--- config.mk ---
export PLATFORM = sky130hd
export DESIGN_NAME = pio_gpio_ctrl
export DESIGN_NICKNAME = d
export VERILOG_FILES = /design/src/rtl/pio_pkg.sv /design/src/rtl/pio_input_cond.sv /design/src/rtl/pio_gpio_ctrl.sv
export SDC_FILE = /design/constraint.sdc
export NUM_CORES = 1
export LEC_CHECK = 0
export ABC_AREA = 0
export CAP_MARGIN = 30
export CORE_MARGIN = 4
export CORE_UTILIZATION = 39
export CTS_CLUSTER_DIAMETER = 150
export DETAILED_ROUTE_END_ITERATION = 8
export PLACE_DENSITY_LB_ADDON = 0.12
export SYNTH_ARGS = -nofsm -noshare
export SYNTH_HDL_FRONTEND = slang
export SYNTH_SLANG_ARGS = --single-unit
--- constraint.sdc ---
create_clock -name clk -period 1.2 [get_ports clk]
set_clock_uncertainty 0.15 [all_clocks]
set_input_delay 0.12 -clock clk [delete_from_list [all_inputs] [get_ports clk]]
set_output_delay 0.12 -clock clk [all_outputs]
set_load 0.01 [all_outputs]
--- src/rtl/pio_pkg.sv ---
// Shared definitions for the PIO GPIO controller: register addresses, edge
// selection codes and the debounce counter width helper.
package pio_pkg;

  typedef enum logic [2:0] {
    PIO_ADDR_DATA    = 3'd0,
    PIO_ADDR_IRQMASK = 3'd1,
    PIO_ADDR_EDGECAP = 3'd2,
    PIO_ADDR_OUTSET  = 3'd3,
    PIO_ADDR_OUTCLR  = 3'd4
  } pio_addr_e;

  localparam int PIO_EDGE_RISE = 0;
  localparam int PIO_EDGE_FALL = 1;
  localparam int PIO_EDGE_ANY  = 2;

  // Bits needed to count 0..n; never narrower than one bit.
  function automatic int pio_cnt_width(input int n);
    return (n < 1) ? 1 : $clog2(n + 1);
  endfunction

endpackage

--- src/rtl/pio_input_cond.sv ---
// Input conditioning for the PIO: per-bit synchronizer, followed by an
// optional per-bit debounce filter enabled by defining PIO_DEBOUNCE_EN.
module pio_input_cond
  import pio_pkg::*;
#(
  parameter int WIDTH           = 5,
  parameter int SYNC_STAGES     = 2,
  parameter int DEBOUNCE_CYCLES = 16
) (
  input  logic             clk,
  input  logic             reset_n,
  input  logic [WIDTH-1:0] in_port,
  output logic [WIDTH-1:0] din
);

  logic [WIDTH-1:0] sync_q [SYNC_STAGES];
  logic [WIDTH-1:0] sync_out;

  // NOTE: every synchronizer stage is reset, not just the last one, so the
  // first edge seen after reset is fully deterministic.
  always_ff @(posedge clk or negedge reset_n) begin
    if (!reset_n) begin
      for (int i = 0; i < SYNC_STAGES; i++) sync_q[i] <= '0;
    end else begin
      sync_q[0] <= in_port;
      for (int i = 1; i < SYNC_STAGES; i++) sync_q[i] <= sync_q[i-1];
    end
  end

  assign sync_out = sync_q[SYNC_STAGES-1];

`ifdef PIO_DEBOUNCE_EN
  localparam int                CNT_W    = pio_cnt_width(DEBOUNCE_CYCLES);
  localparam logic [CNT_W-1:0]  CNT_LAST = CNT_W'(DEBOUNCE_CYCLES - 1);

  logic [CNT_W-1:0] cnt_q [WIDTH];
  logic [WIDTH-1:0] din_q;

  // A bit flips only on the DEBOUNCE_CYCLES-th consecutive differing sample.
  always_ff @(posedge clk or negedge reset_n) begin
    if (!reset_n) begin
      din_q <= '0;
      for (int b = 0; b < WIDTH; b++) cnt_q[b] <= '0;
    end else begin
      for (int b = 0; b < WIDTH; b++) begin
        if (sync_out[b] == din_q[b]) begin
          cnt_q[b] <= '0;
        end else if (cnt_q[b] == CNT_LAST) begin
          din_q[b] <= sync_out[b];
          cnt_q[b] <= '0;
        end else begin
          cnt_q[b] <= cnt_q[b] + 1'b1;
        end
      end
    end
  end

  assign din = din_q;
`else
  localparam int DEBOUNCE_UNUSED = DEBOUNCE_CYCLES;
  assign din = sync_out;
`endif

endmodule

--- src/rtl/pio_gpio_ctrl.sv ---
// Avalon-MM parallel I/O slave: output register with set/clear aliases, edge
// capture on conditioned inputs and a maskable level interrupt.
// Optional input debounce is enabled by defining PIO_DEBOUNCE_EN.
module pio_gpio_ctrl
  import pio_pkg::*;
#(
  parameter int               WIDTH           = 5,
  parameter logic [WIDTH-1:0] OUT_RESET       = '0,
  parameter int               EDGE_TYPE       = PIO_EDGE_RISE,
  parameter int               SYNC_STAGES     = 2,
  parameter int               DEBOUNCE_CYCLES = 16
) (
  input  logic             clk,
  input  logic             reset_n,
  input  logic [2:0]       address,
  input  logic             chipselect,
  input  logic             write_n,
  input  logic [31:0]      writedata,
  output logic [31:0]      readdata,
  input  logic [WIDTH-1:0] in_port,
  output logic [WIDTH-1:0] out_port,
  output logic             irq
);

  logic             wr_en;
  logic [WIDTH-1:0] wdata;
  logic [31:0]      wdata_unused;
  logic [WIDTH-1:0] din;
  logic [WIDTH-1:0] din_d;
  logic [WIDTH-1:0] edge_hit;
  logic [WIDTH-1:0] cap_clr;
  logic [WIDTH-1:0] out_q;
  logic [WIDTH-1:0] mask_q;
  logic [WIDTH-1:0] cap_q;
  logic [WIDTH-1:0] rd_next;

  assign wr_en        = chipselect && !write_n;
  assign wdata        = writedata[WIDTH-1:0];
  assign wdata_unused = writedata;

  pio_input_cond #(
    .WIDTH           (WIDTH),
    .SYNC_STAGES     (SYNC_STAGES),
    .DEBOUNCE_CYCLES (DEBOUNCE_CYCLES)
  ) u_input_cond (
    .clk     (clk),
    .reset_n (reset_n),
    .in_port (in_port),
    .din     (din)
  );

  // NOTE: every output of a combinational block gets a default first, so no
  // path through the case leaves it unassigned and no latch is inferred.
  always_comb begin
    edge_hit = '0;
    case (EDGE_TYPE)
      PIO_EDGE_RISE: edge_hit = din & ~din_d;
      PIO_EDGE_FALL: edge_hit = ~din & din_d;
      default:       edge_hit = din ^ din_d;
    endcase
  end

  assign cap_clr = (wr_en && address == PIO_ADDR_EDGECAP) ? wdata : '0;

  // NOTE: sequential state uses non-blocking assignments so all registers
  // update together from values sampled before the edge.
  always_ff @(posedge clk or negedge reset_n) begin
    if (!reset_n) begin
      out_q  <= OUT_RESET;
      mask_q <= '0;
    end else if (wr_en) begin
      case (address)
        PIO_ADDR_DATA:    out_q  <= wdata;
        PIO_ADDR_IRQMASK: mask_q <= wdata;
        PIO_ADDR_OUTSET:  out_q  <= out_q | wdata;
        PIO_ADDR_OUTCLR:  out_q  <= out_q & ~wdata;
        default:          ;
      endcase
    end
  end

  // A new edge wins over a simultaneous write-1-to-clear of the same bit.
  always_ff @(posedge clk or negedge reset_n) begin
    if (!reset_n) begin
      cap_q <= '0;
      din_d <= '0;
    end else begin
      cap_q <= (cap_q & ~cap_clr) | edge_hit;
      din_d <= din;
    end
  end

  always_comb begin
    rd_next = '0;
    case (address)
      PIO_ADDR_DATA:    rd_next = din;
      PIO_ADDR_IRQMASK: rd_next = mask_q;
      PIO_ADDR_EDGECAP: rd_next = cap_q;
      default:          rd_next = '0;
    endcase
  end

  always_ff @(posedge clk or negedge reset_n) begin
    if (!reset_n) readdata <= '0;
    else          readdata <= 32'(rd_next);
  end

  assign out_port = out_q;
  assign irq      = |(cap_q & mask_q);

endmodule

After elaboration in Yosys (flattened, before gate mapping)
Index checks and enable logic that the tools add are counted.
{"block": "word_totals", "register_bits": 35, "out_inout_bits": 38, "wordCells": 31}
{"block": "classes", "eq_ne": 4, "muxes": 3, "bitwise": 9, "n_reduce_logical": 8}
{"cell": "$pmux W5 S3", "n": 2}
{"cell": "$and A5 B5 Y5", "n": 4}
{"cell": "$not A5 Y5", "n": 3}
{"cell": "$or A5 B5 Y5", "n": 2}
{"cell": "$eq A3 B2 Y1 const B", "n": 2}
{"cell": "$mux W5", "n": 1}
{"cell": "$reduce_or A5 Y1", "n": 1}
{"cell": "$reduce_and A2 Y1", "n": 2}
{"cell": "$eq A3 B1 Y1 const B", "n": 1}
{"cell": "$eq A3 B3 Y1 const B", "n": 1}
{"cell": "$logic_not A3 Y1", "n": 1}
{"cell": "$reduce_bool A3 Y1", "n": 1}
{"cell": "$logic_and A1 B1 Y1", "n": 2}
{"cell": "$logic_not A1 Y1", "n": 1}

Logic depth before layout (Yosys ltp)
{"block": "logic_depth", "depth_word": 7, "mapped_depth": 5, "ltp_nobuf": 3}

Hierarchy
Synthesis repeated with hierarchy kept, for this count alone.
{"block": "hier_totals", "hier_cells": 137, "area_unflattened_um2": 1587.8}
{"module": "pio_gpio_ctrl", "instances": 1, "cells_per_inst": 122, "area_each_um2": 1300.0, "seq_area_each_um2": 625.6}
{"module": "pio_input_cond", "instances": 1, "cells_per_inst": 15, "area_each_um2": 287.8, "seq_area_each_um2": 250.2}

Least setup slack after synthesis
OpenSTA, ideal clock, no wires.
{"block": "synth_timing", "path_kind": "input to register", "startpoint": "input port address[2]", "endpoint": "register mask_q[0]", "setup_time_ns": 0.125, "arrival_ns": 1.392, "t_required_ns": 0.925, "path_slack_ns": -0.467, "path_stages": 5, "n_path_buf": 2, "path_cell_list": "or3b_1 buf_2 or3b_1 buf_6 mux2_4"}
{"block": "synth_between", "elab_chain_cells": 2}
{"item": "start, declared", "line_no": "pio_gpio_ctrl.sv:15", "text": "input logic [2:0] address,"}
{"item": "$eq A3 B1 Y1", "line_no": "pio_gpio_ctrl.sv:72", "text": "case (address)"}
{"item": "$reduce_and A2 Y1 (no source line)"}
{"item": "end signal, assigned", "line_no": "pio_gpio_ctrl.sv:74", "text": "PIO_ADDR_IRQMASK: mask_q <= wdata;"}
{"item": "end, declared", "line_no": "pio_gpio_ctrl.sv:33", "text": "logic [WIDTH-1:0] mask_q;"}
Every way passes these cells.
A chain may end at the register's enable or synchronous reset.

Final worst setup path
{"block": "layout_timing", "startpoint": "register mask_q[3]", "endpoint": "output port irq"}
{"block": "layout_between", "elab_chain_cells": 2}
{"item": "$and A5 B5 Y5", "line_no": "pio_gpio_ctrl.sv:109", "text": "assign irq = |(cap_q & mask_q);"}
{"item": "$reduce_or A5 Y1", "line_no": "pio_gpio_ctrl.sv:109"}
{"item": "end, declared", "line_no": "pio_gpio_ctrl.sv:22", "text": "output logic irq"}
Every way passes these cells.

==> results.py <==
metrics = {
    "synth": {
        "synth.ff_latch_count": 35,
        "synthesis.area_per_instance_um2": 11.7,
        "dominant_combinational_cell_family_by_area_after_synthesis": "buffers and inverters",
        "yosys.area_share.simple_pct": 8.72,
        "netlist.top_cell.by_area": "sky130_fd_sc_hd__dfrtp_1",
        "synth_largest_type_area_fraction_pct": 56.5,
        "yosys-mux-area-fraction_pct": 8.07,
        "synth_adder_area_share_pct": 0,
        "synth_xor_area_share_pct": 0,
        "synth-edff-count": 0,
        "synthDistinctLibCells": 22,
        "mappedNetlistArea_um2": 1550,
        "asyncSetResetFlopFracSynth_pct": 100,
        "synth_most_common_cell": "sky130_fd_sc_hd__dfrtp_1",
        "synth.yosys.seq_area_share_pct": 56.5,
        "post_synth_most_frequent_cells": "sky130_fd_sc_hd__dfrtp_1 (35), sky130_fd_sc_hd__buf_4 (27), sky130_fd_sc_hd__o21ai_0 (15)",
        "synth_flop_cell": "sky130_fd_sc_hd__dfrtp_1",
        "synth_compound_gate_area_share_pct": 10.4,
        "main_area_contributors_after_synthesis": "sky130_fd_sc_hd__dfrtp_1 (56%), sky130_fd_sc_hd__buf_4 (13%), sky130_fd_sc_hd__mux2_4 (4.8%)",
        "synth_warnings": 0,
        "post_synth_inst_count": 132,
    },
    "setup_path": {
        "worstRegToRegCells": 3,
        "timing.critical_path.to": "irq",
        "regToRegEndpoint": "mask_q[3]",
        "r2r_slack_ns": 0.03,
        "data_required_time_at_the_worst_endpoint_ns": 0.93,
        "critical_path.startpoint": "mask_q[3]",
        "endpoint_kind": "output port",
        "cp_data_arrival_time_ns": 1.29,
        "worstReg2RegStart": "mask_q[3]",
        "critical_path_class": "reg -> out",
        "critical_path_startpoint_category": "flop",
        "path_max_fanout": 2,
    },
    "power_and_ir_drop": {
        "pwr_density_cell_nw_per_um2": 1380,
        "sw_frac_of_total_pct": 24.9,
        "power.share.combinational_pct": 20.2,
        "report.power.total_uw": 2860,
        "total_leakage_power_uw": 0.000995,
        "share_clk_of_total_power_pct": 32.0,
        "p_switching_uw": 713,
        "p_int_uw": 2150,
        "peakVddDrop_uv": 770,
        "power.sequential.fraction_pct": 47.8,
    },
    "timing": {
        "final_hold_viol_count": 0,
        "achievable-frequency_mhz": 641,
        "setup_slack_ns": -0.359,
        "rsz0062_at_grt": "true",
        "whs_ns": 0.0547,
        "timing.final.max_slew_violations": 0,
        "timing.final.setup_violations": 6,
        "timing.final.crit_share_pct": 130,
        "fin_crit_ns": 1.56,
        "setup_tns_ns": -1.06,
    },
    "cells_and_area": {
        "antenna_cells": 0,
        "fin_cells": 234,
        "final_layout_size_suffix_gt1_share_pct": 29.0,
        "final_nets": 229,
        "flow.area_growth_from_synthesis_pct": 34.1,
        "final_design_area_no_fill_um2": 2080,
    },
    "floorplanning": {
        "placementRows": 22,
        "floorplan.initialDensity_pct": 41.4,
        "core_area_um2": 3740,
        "fp.dieArea_um2": 5050,
        "die_w_um": 71.0,
        "die_height_um": 71.0,
        "num_io_pins": 82,
    },
    "placed_design": {
        "dpl_cell_area_um2": 1880,
        "place.detailed.instances": 218,
        "dp_hpwl_um": 2210,
        "port_buffers": 27,
        "finalWeightedCongestion": 0.873,
    },
    "flow_run": {
        "count_of_max_cap_constraint_violations": 0,
    },
    "clock_network": {
        "clock_tree_from_tritoncts": "yes",
        "clk_latency_ns": 0.28,
        "cts_buffer_depth": 2,
        "cts_htree_levels": 2,
        "clock_sink_count": 35,
        "cts_inserted_buffers": 5,
        "clk_transition_reported_paths_ns": 0.06,
        "cts-root-buf": "sky130_fd_sc_hd__clkbuf_8",
    },
    "routing": {
        "via_count": 1087,
        "route.detailed.wl_per_inst_um": 13.8,
        "drt_iter0_drc": 80,
        "detail_route.first_pass.iterations": 4,
        "final_antenna_net_count": 0,
        "drc_errors": 0,
        "routed_via_density": 4.65,
        "postRouteWirelength_um": 3240,
    },
    "grt": {
        "number_of_antenna_violations_at_the_first_check_in_global_routing": 0,
        "grt_overflow": 0,
        "global_route.usage.total_pct": 13.0,
        "global_route_wire_length_before_repair_um": 4970,
        "number_of_global_route_vias_before_repair": 1006,
        "pin_count_of_the_biggest_net_entering_global_routing": 36,
    },
    "run_status": {
        "outcome": "finished, violations left",
        "failed_checks": "negative setup slack",
    },
    "hold_path": {
        "holdCritPathClass": "in -> async",
    },
}
-- power by group through the flow --
stage	Clock, µW	Sequential, µW	Combinational (µW)
6_report	914	1370	579
4_1_cts	938	1360	547
2_1_floorplan	0	1400	279
3_5_place_dp	0	1390	565
3_3_place_gp	0	1380	556
5_1_grt	982	1380	625
-- layer usage --
| layer | vias up | wire length [µm] | GRT usage (%) |
|---|---|---|---|
| li1 | 495 | - | - |
| met1 | 526 | 1310 | 16.1 |
| met2 | 54 | 1570 | 20.9 |
| met3 | 12 | 262 | 3.69 |
| met4 | 0 | 90 | 6.26 |
| met5 | - | 0 | 0 |
-- state kept, by name (all words and copies together), names as in the netlist --
name	cells
u_input_cond.sync_q	5
readdata	5
u_input_cond.din	5
din_d	5
mask_q	5
cap_q	5
out_port	5
-- layout make-up --
type / instances / area, µm²
clock buffer: 8 / 100
fill: 316 / 1660
inverter: 6 / 22.5
multi-input combinational: 86 / 567
sequential: 35 / 876
tap: 48 / 60.1
timing repair buffer: 51 / 454
-- per-stage QoR --
step	setup WS [ns]	utilization, %
finish	-0.359	55.5
global placement	-0.848	50.3
detailed placement	-0.881	50.3
global route	-0.445	55.5
floorplan	-0.467	-
CTS	-0.381	53.9
-- kinds of logic (layout without fill, tap and decap cells) --
| logic type | count (synthesis) | after routing |
|---|---|---|
| buffers and inverters | 37 | 65 |
| DFF | 35 | 35 |
| AOI/OAI and AO/OA | 27 | 27 |
| and+or+nand+nor | 22 | 22 |
| muxes | 10 | 10 |
| other | 1 | 27 |
-- layout by cell type (no fill, tap or decap), types with 2 or more instances in the layout --
cell / Yosys / final
sky130_fd_sc_hd__o21ai_0: 15 / 15
sky130_fd_sc_hd__buf_4: 27 / 16
sky130_fd_sc_hd__mux2_4: 5 / 5
sky130_fd_sc_hd__nand2_1: 6 / 6
sky130_fd_sc_hd__conb_1: 1 / 27
sky130_fd_sc_hd__dlygate4sd3_1: 0 / 3
sky130_fd_sc_hd__clkbuf_2: 0 / 3
sky130_fd_sc_hd__buf_2: 1 / 3
sky130_fd_sc_hd__buf_6: 1 / 5
sky130_fd_sc_hd__clkdlybuf4s50_1: 0 / 11
sky130_fd_sc_hd__clkbuf_8: 0 / 7
sky130_fd_sc_hd__inv_1: 6 / 6
sky130_fd_sc_hd__dlygate4sd2_1: 0 / 2
sky130_fd_sc_hd__a22o_1: 5 / 5
sky130_fd_sc_hd__clkdlybuf4s15_1: 0 / 7
sky130_fd_sc_hd__dfrtp_1: 35 / 35
sky130_fd_sc_hd__or2_4: 0 / 4
sky130_fd_sc_hd__mux2i_1: 5 / 5
sky130_fd_sc_hd__or3b_4: 0 / 2
sky130_fd_sc_hd__a21oi_2: 0 / 4
sky130_fd_sc_hd__nand3b_1: 5 / 5
-- worst max-delay path, cell delays in order, from the launching register on --
cell	delay [ns]
sky130_fd_sc_hd__dfrtp_1	0.40
sky130_fd_sc_hd__a222oi_1	0.35
sky130_fd_sc_hd__nand2_1	0.11
sky130_fd_sc_hd__buf_2	0.15
-- timing repair --
item | 4_1_cts | 5_1_grt
setup buffers | 2 | 5
hold buffers | 3 | 0
resized for setup | 36 | 22
setup endpoints to repair | 31 | 21
pin swaps | 4 | 11
gates cloned | 1 | 0
endpoints found under the hold margin | 1 | 0
-- worst min path at each step --
stage	from	to	cells after the start
CTS	reset_n	u_input_cond.sync_q[9]	2
floorplan	reset_n	cap_q[0]	0
finish	reset_n	u_input_cond.din[4]	2
global placement	u_input_cond.sync_q[8]	u_input_cond.din[3]	0
global route	reset_n	u_input_cond.sync_q[7]	2
detailed placement	u_input_cond.sync_q[6]	u_input_cond.din[1]	0
No activity file was read; power rests on OpenSTA's default activity.
